<file path="config.mk">
export PLATFORM = sky130hd
export DESIGN_NAME = bram_loader
export DESIGN_NICKNAME = d
export VERILOG_FILES = /design/src/rtl/bram_loader.sv
export SDC_FILE = /design/constraint.sdc
export NUM_CORES = 1
export LEC_CHECK = 0
export CAP_MARGIN = 40
export CORE_MARGIN = 4
export CORE_UTILIZATION = 49
export DETAILED_ROUTE_END_ITERATION = 10
export GPL_TIMING_DRIVEN = 1
export PLACE_DENSITY = 0.9
export SETUP_SLACK_MARGIN = 0.02
export SYNTH_ARGS = -nofsm -noshare
export SYNTH_HDL_FRONTEND = slang
export SYNTH_SLANG_ARGS = --single-unit
</file>
<file path="constraint.sdc">
create_clock -name clk -period 3.4 [get_ports clk]
set_clock_uncertainty 0.15 [all_clocks]
set_input_delay 0.68 -clock clk [delete_from_list [all_inputs] [get_ports clk]]
set_output_delay 0.68 -clock clk [all_outputs]
set_load 0.03 [all_outputs]
</file>
<file path="src/rtl/bram_loader.sv">
// Byte-stream to 16-bit word loader for an SB_RAM40_4K word memory write port.
// Packs byte pairs from a valid/ready stream and writes them to consecutive addresses.
module bram_loader #(
  parameter int unsigned ADDR_W     = 8,
  parameter int unsigned NUM_WORDS  = 256,
  parameter int unsigned START_ADDR = 0,
  parameter int unsigned HIGH_FIRST = 1
) (
  input  logic              clk,
  input  logic              rst,
  input  logic              start,
  input  logic              abort,
  input  logic              in_valid,
  input  logic [7:0]        in_data,
  output logic              in_ready,
  output logic              we,
  output logic [ADDR_W-1:0] waddr,
  output logic [15:0]       wdata,
  output logic              busy,
  output logic              done
);

  localparam int unsigned DATA_W = 16;

  typedef enum logic [2:0] {
    IDLE  = 3'd0,
    BYTE0 = 3'd1,
    BYTE1 = 3'd2,
    WRITE = 3'd3,
    DONE  = 3'd4
  } state_t;

  localparam logic [ADDR_W-1:0] FIRST_ADDR = ADDR_W'(START_ADDR);
  localparam logic [ADDR_W-1:0] LAST_CNT   = ADDR_W'(NUM_WORDS - 1);

  state_t              state, state_next;
  logic [ADDR_W-1:0]   count, count_next;
  logic [ADDR_W-1:0]   waddr_next;
  logic [DATA_W-1:0]   wdata_next;
  logic                we_q;
  logic                transfer;

  assign transfer = in_valid & in_ready;

  // abort must suppress the write of a word already in WRITE, so it gates the strobe directly
  assign we = we_q & ~abort;

  // next-state and datapath update
  always_comb begin
    state_next = state;
    count_next = count;
    waddr_next = waddr;
    wdata_next = wdata;
    if (abort) begin
      state_next = IDLE;
    end else begin
      case (state)
        IDLE: begin
          if (start) begin
            state_next = BYTE0;
            waddr_next = FIRST_ADDR;
            count_next = '0;
          end
        end
        BYTE0: begin
          if (transfer) begin
            if (HIGH_FIRST != 0) wdata_next[15:8] = in_data;
            else                 wdata_next[7:0]  = in_data;
            state_next = BYTE1;
          end
        end
        BYTE1: begin
          if (transfer) begin
            if (HIGH_FIRST != 0) wdata_next[7:0]  = in_data;
            else                 wdata_next[15:8] = in_data;
            state_next = WRITE;
          end
        end
        WRITE: begin
          if (count == LAST_CNT) begin
            state_next = DONE;
          end else begin
            count_next = count + ADDR_W'(1);
            waddr_next = waddr + ADDR_W'(1);
            state_next = BYTE0;
          end
        end
        DONE: begin
          state_next = IDLE;
        end
        default: begin
          state_next = IDLE;
        end
      endcase
    end
  end

  // state, datapath and registered status outputs
  always_ff @(posedge clk or posedge rst) begin
    if (rst) begin
      state    <= IDLE;
      count    <= '0;
      waddr    <= FIRST_ADDR;
      wdata    <= '0;
      in_ready <= 1'b0;
      we_q     <= 1'b0;
      busy     <= 1'b0;
      done     <= 1'b0;
    end else begin
      state    <= state_next;
      count    <= count_next;
      waddr    <= waddr_next;
      wdata    <= wdata_next;
      in_ready <= (state_next == BYTE0) || (state_next == BYTE1);
      we_q     <= (state_next == WRITE);
      busy     <= (state_next == BYTE0) || (state_next == BYTE1) || (state_next == WRITE);
      done     <= (state_next == DONE);
    end
  end

endmodule

</file>
# After elaboration in Yosys (flattened, before gate mapping)
# Cells that the tools add are included.
totals:
  regBits: 39
  latchBits: 0
  ram_bits: 0
  rom_bits: 0
  n_memories: 0
op_classes:
  addsub: 2
  n_mul: 0
  div: 0
  n_lt_le_gt_ge: 0
  eq_ne: 10
  n_shift: 0
  muxes: 14
  bitwise_logic: 5
  n_reduce_logical: 7
op_table:
  columns: ["cell", "count"]
  rows:
  - ["2-to-1 mux 8 bit", 4]
  - ["one-hot mux 16 bit (2 select lines)", 1]
  - ["one-hot mux 8 bit (2 select lines)", 2]
  - ["adder 8 x 1 -> 8 bit, second input constant", 2]
  - ["2-to-1 mux 16 bit", 1]
  - ["2-to-1 mux 3 bit", 5]
  - ["== test 3 x 2 -> 1 bit, second input constant", 4]
  - ["one-hot mux 3 bit (4 select lines)", 1]
  - ["AND reduction 4 bit", 3]
  - ["== test 8 bit, second input constant", 1]
  - ["== test 3 x 1 -> 1 bit, second input constant", 2]
  - ["inequality test 2 bit, second input constant", 2]
  - ["== test 3 bit, second input constant", 1]
  - ["zero test 3 bit", 1]
  - ["inverter 1 bit", 3]
  - ["AND 1 bit", 2]
  - ["logical OR 1 bit", 2]
  - ["nonzero test 2 bit", 1]

# Longest topological paths before layout
depth:
  word_depth: 7
  depth_mapped: 7
  mapped_depth_nobuf: 5

# Worst setup path after synthesis
# Ideal clock, no wire load.
synth_timing:
  kind: "input port to flip-flop"
  start: "in abort"
  end: "reg wdata[15]"
  arrival_ps: 1764
  slack_ps: 1403
  path_stages: 6
  path_buffers: 2
  path_cell_list: "or2_2 > clkbuf_1 > nor3_2 > buf_2 > nand3_1 > o21ai_0"
synth_via:
  elab_chain_cells: 2
synth_lines:
  columns: ["element", "line", "source"]
  rows:
  - ["start: declaration", "12", "input logic abort,"]
  - ["inverter 1 bit (no line)", null, null]
  - ["AND reduction 4 bit (no line)", null, null]
  - ["end signal: assignment", "113", "wdata <= wdata_next;"]
  - ["end: declaration", "18", "output logic [15:0] wdata,"]
# Every way passes these cells.
# A chain may end at the register's enable or synchronous reset.

# Worst setup path after layout
layout_timing:
  start: "in abort"
  end: "out we"
layout_via:
  elab_chain_cells: 2
layout_lines:
  columns: ["element", "line", "source"]
  rows:
  - ["inverter 1 bit (no line)", null, null]
  - ["AND 1 bit", "46", "assign we = we_q & ~abort;"]
  - ["end: declaration", "16", "output logic we,"]
# Every way passes these cells.

==> qor.yml <==
run_status:
  status: "finished, final reports clean"
floorplan:
  die_area_mm2: 0.004751
  start_util_pct: 52.45
  core_mm2: 0.003468
  fp.dieH_um: 68.93
  rows: 21
  io_pins: 41
  die_w_um: 68.93
route:
  first_pass_iters: 4
  drt_iter0_drc: 178
  detail_route.wl_per_cell_um: 14.69
  vias: 1496
  ant_nets: 0
  wirelength_mm: 3.937
  drc: 0
  avgViaCountPerCell: 5.582
worst_setup_path:
  critPathCaptureType: "primary output"
  path_max_fanout: 4
  reg2reg_depth: 6
  setup.worst_path.class: "input pin to primary output"
  worst_setup_path_start_kind: "input pin"
  cp.arrival_ps: 2010
  rrSetupSlack_ps: 980
  required_ps: 2570
pwr:
  total_power_mw: 1.272
  p_leak_nw: 1.069
  powerDensity_mw_per_mm2: 532.4
  ir_worst_vdd_mv: 0.2731
grt:
  antenna_found_initial: 0
  grt_pass1_vias: 1413
  overflow: 0
  grt_pass1_wl_mm: 6.513
  grt_max_degree: 40
  grt_use_total_pct: 18.73
clocking:
  clk_pin_slew_worst_paths_ps: 70
  clockBufferDepth: 2
  worst_skew_pair.late_latency_ps: 290
  cts.htree.levels: 2
  numCtsBuffers: 5
  cts_resized: 0
  ctsHoldBuffers: 0
  root_buffer: "clkbuf_8"
  cts_setup_buffers: 0
  cts_tree: "done"
  clock-sinks: 39
cells_and_area:
  final_nets: 236
  layout_commonest_cell: "clkdlybuf4s50_1"
  area_delta_synth_final_pct: 31.36
  final_cell_mix: "40 x clkdlybuf4s50_1, 39 x dfrtp_1, 20 x nand3_1"
  nFillCells: 255
  layout-drive-gt1-share_pct: 11.26
  diodes: 0
sta:
  fmaxAchievable_ghz: 0.3520
  min_period_ps: 2841
  tightest_slew_ps: 915.6
  hold_violations: 0
  rsz0062_at_grt: "false"
  max-slew-margin-rel_pct: 38.90
  finalCritPeriodShare_pct: 83.56
  setup-violations-final: 0
  tns_ps: 0
  drv_slew: 0
placed_design:
  post-dp-hpwl_mm: 2.747
  gp_congestion: 0.7771
  port_buffers: 40
synth:
  synth_warnings: 0
  netlist_instances: 179
  synth.distinct_cells: 41
  synth_seq_cells: 39
  ys_seq_area_share_pct: 53.65
  syn_area_per_cell_um2: 10.16
  dominantRegCellSynth: "dfrtp_1"
  async_reset_ff_share_pct: 100.0
  syn-cell-area_mm2: 0.001819
  synth-edff-count: 0
  synth_nets: 194
min_path:
  min_delay_path_depth: 1
  min_path_type: "register to register"
run:
  cap_violations: 0
## layer usage
metal | global-route usage, % | part of all wire (%) | vias to the layer above
met5 | 0 | 0 | -
met1 | 23.91 | 42 | 707
met4 | 6.569 | 2.0 | 0
met3 | 4.538 | 6.2 | 8
met2 | 30.95 | 50 | 59
li1 | - | - | 722
## worst max-delay path, cell delays in order
cell and delay (ps):
clkdlybuf4s50_1 500, nor2b_1 150, clkdlybuf4s50_1 680
## final cells by class
class | count | area, µm² | share of cell area (%)
clock inverters | 2 | 60.06 | 2.513
clock buffers | 6 | 72.57 | 3.037
repair buffers | 44 | 430.4 | 18.01
inverters | 14 | 52.55 | 2.199
well taps | 46 | 57.56 | 2.408
multi-input cells | 117 | 740.7 | 30.99
flip-flops and latches | 39 | 975.9 | 40.84
## registers in the layout, summed over array words and instances, names as in the netlist
signal,flops
busy,1
waddr,8
state,3
in_ready,1
we_q,1
wdata,16
count,8
done,1
## synth_stat cells, types with 2 or more instances
library cell  instances  area [µm²]
o311ai_0              2       17.52
a21oi_1               2       10.01
o211ai_1              4       30.03
nor3_1                3       15.01
or2_2                 2       12.51
or4b_2                2       20.02
inv_1                14       52.55
nand4_1               2       12.51
or4_1                 4       30.03
and3_1                4       25.02
ha_1                  2       25.02
nor2_1                9       33.78
buf_2                 3       15.01
o22ai_1               3       18.77
dfrtp_1              39       975.9
o21ai_0              14       70.07
nand3_1              20       100.1
mux2_2                8       90.09
clkbuf_1              3       11.26
o2bb2ai_1             3       26.28
nand2_1              15       56.30
nand3b_1              2       15.01
## report_power, final
part	internal [mW]	leakage, nW	switching (mW)
clock network	0.293	0.0654	0.154
logic	0.119	0.482	0.167
registers	0.512	0.522	0.0271
total	0.924	1.07	0.348
## logic make-up (layout without fill, tap and decap cells)
| group | Yosys count | count (layout) | synth area share, % |
|---|---|---|---|
| AOI/OAI and AO/OA | 35 | 35 | 12.52 |
| adders and majority gates | 2 | 2 | 1.375 |
| and+or+nand+nor | 71 | 71 | 21.32 |
| muxes | 9 | 9 | 5.502 |
| buffers and inverters | 23 | 66 | 5.639 |
| DFF | 39 | 39 | 53.65 |
## metrics by stage
stage | hold WS (ps) | worst slack [ps] | instance area (µm²) | instances | utilization (%)
6_report | 359.7 | 559.0 | 2390 | 268 | 68.90
2_1_floorplan | 338.6 | 1403 | 1819 | 179 | -
3_3_place_gp | 338.4 | 522.7 | 2257 | 260 | 65.08
5_1_grt | 383.7 | 478.0 | 2390 | 268 | 68.90
4_1_cts | 363.2 | 548.0 | 2390 | 268 | 68.90
3_5_place_dp | 346.5 | 387.3 | 2257 | 260 | 65.08
## path summary, 6_finish.rpt
path / start / to
worst max-delay path: abort / we
worst min-delay path: wdata[7] / wdata[7]
worst max register to register: count[0] / count[1]
worst min register to register: wdata[7] / wdata[7]
max in group asynchronous: rst / wdata[7]
min in group asynchronous: rst / waddr[4]
No activity file was read; power rests on OpenSTA's default activity.
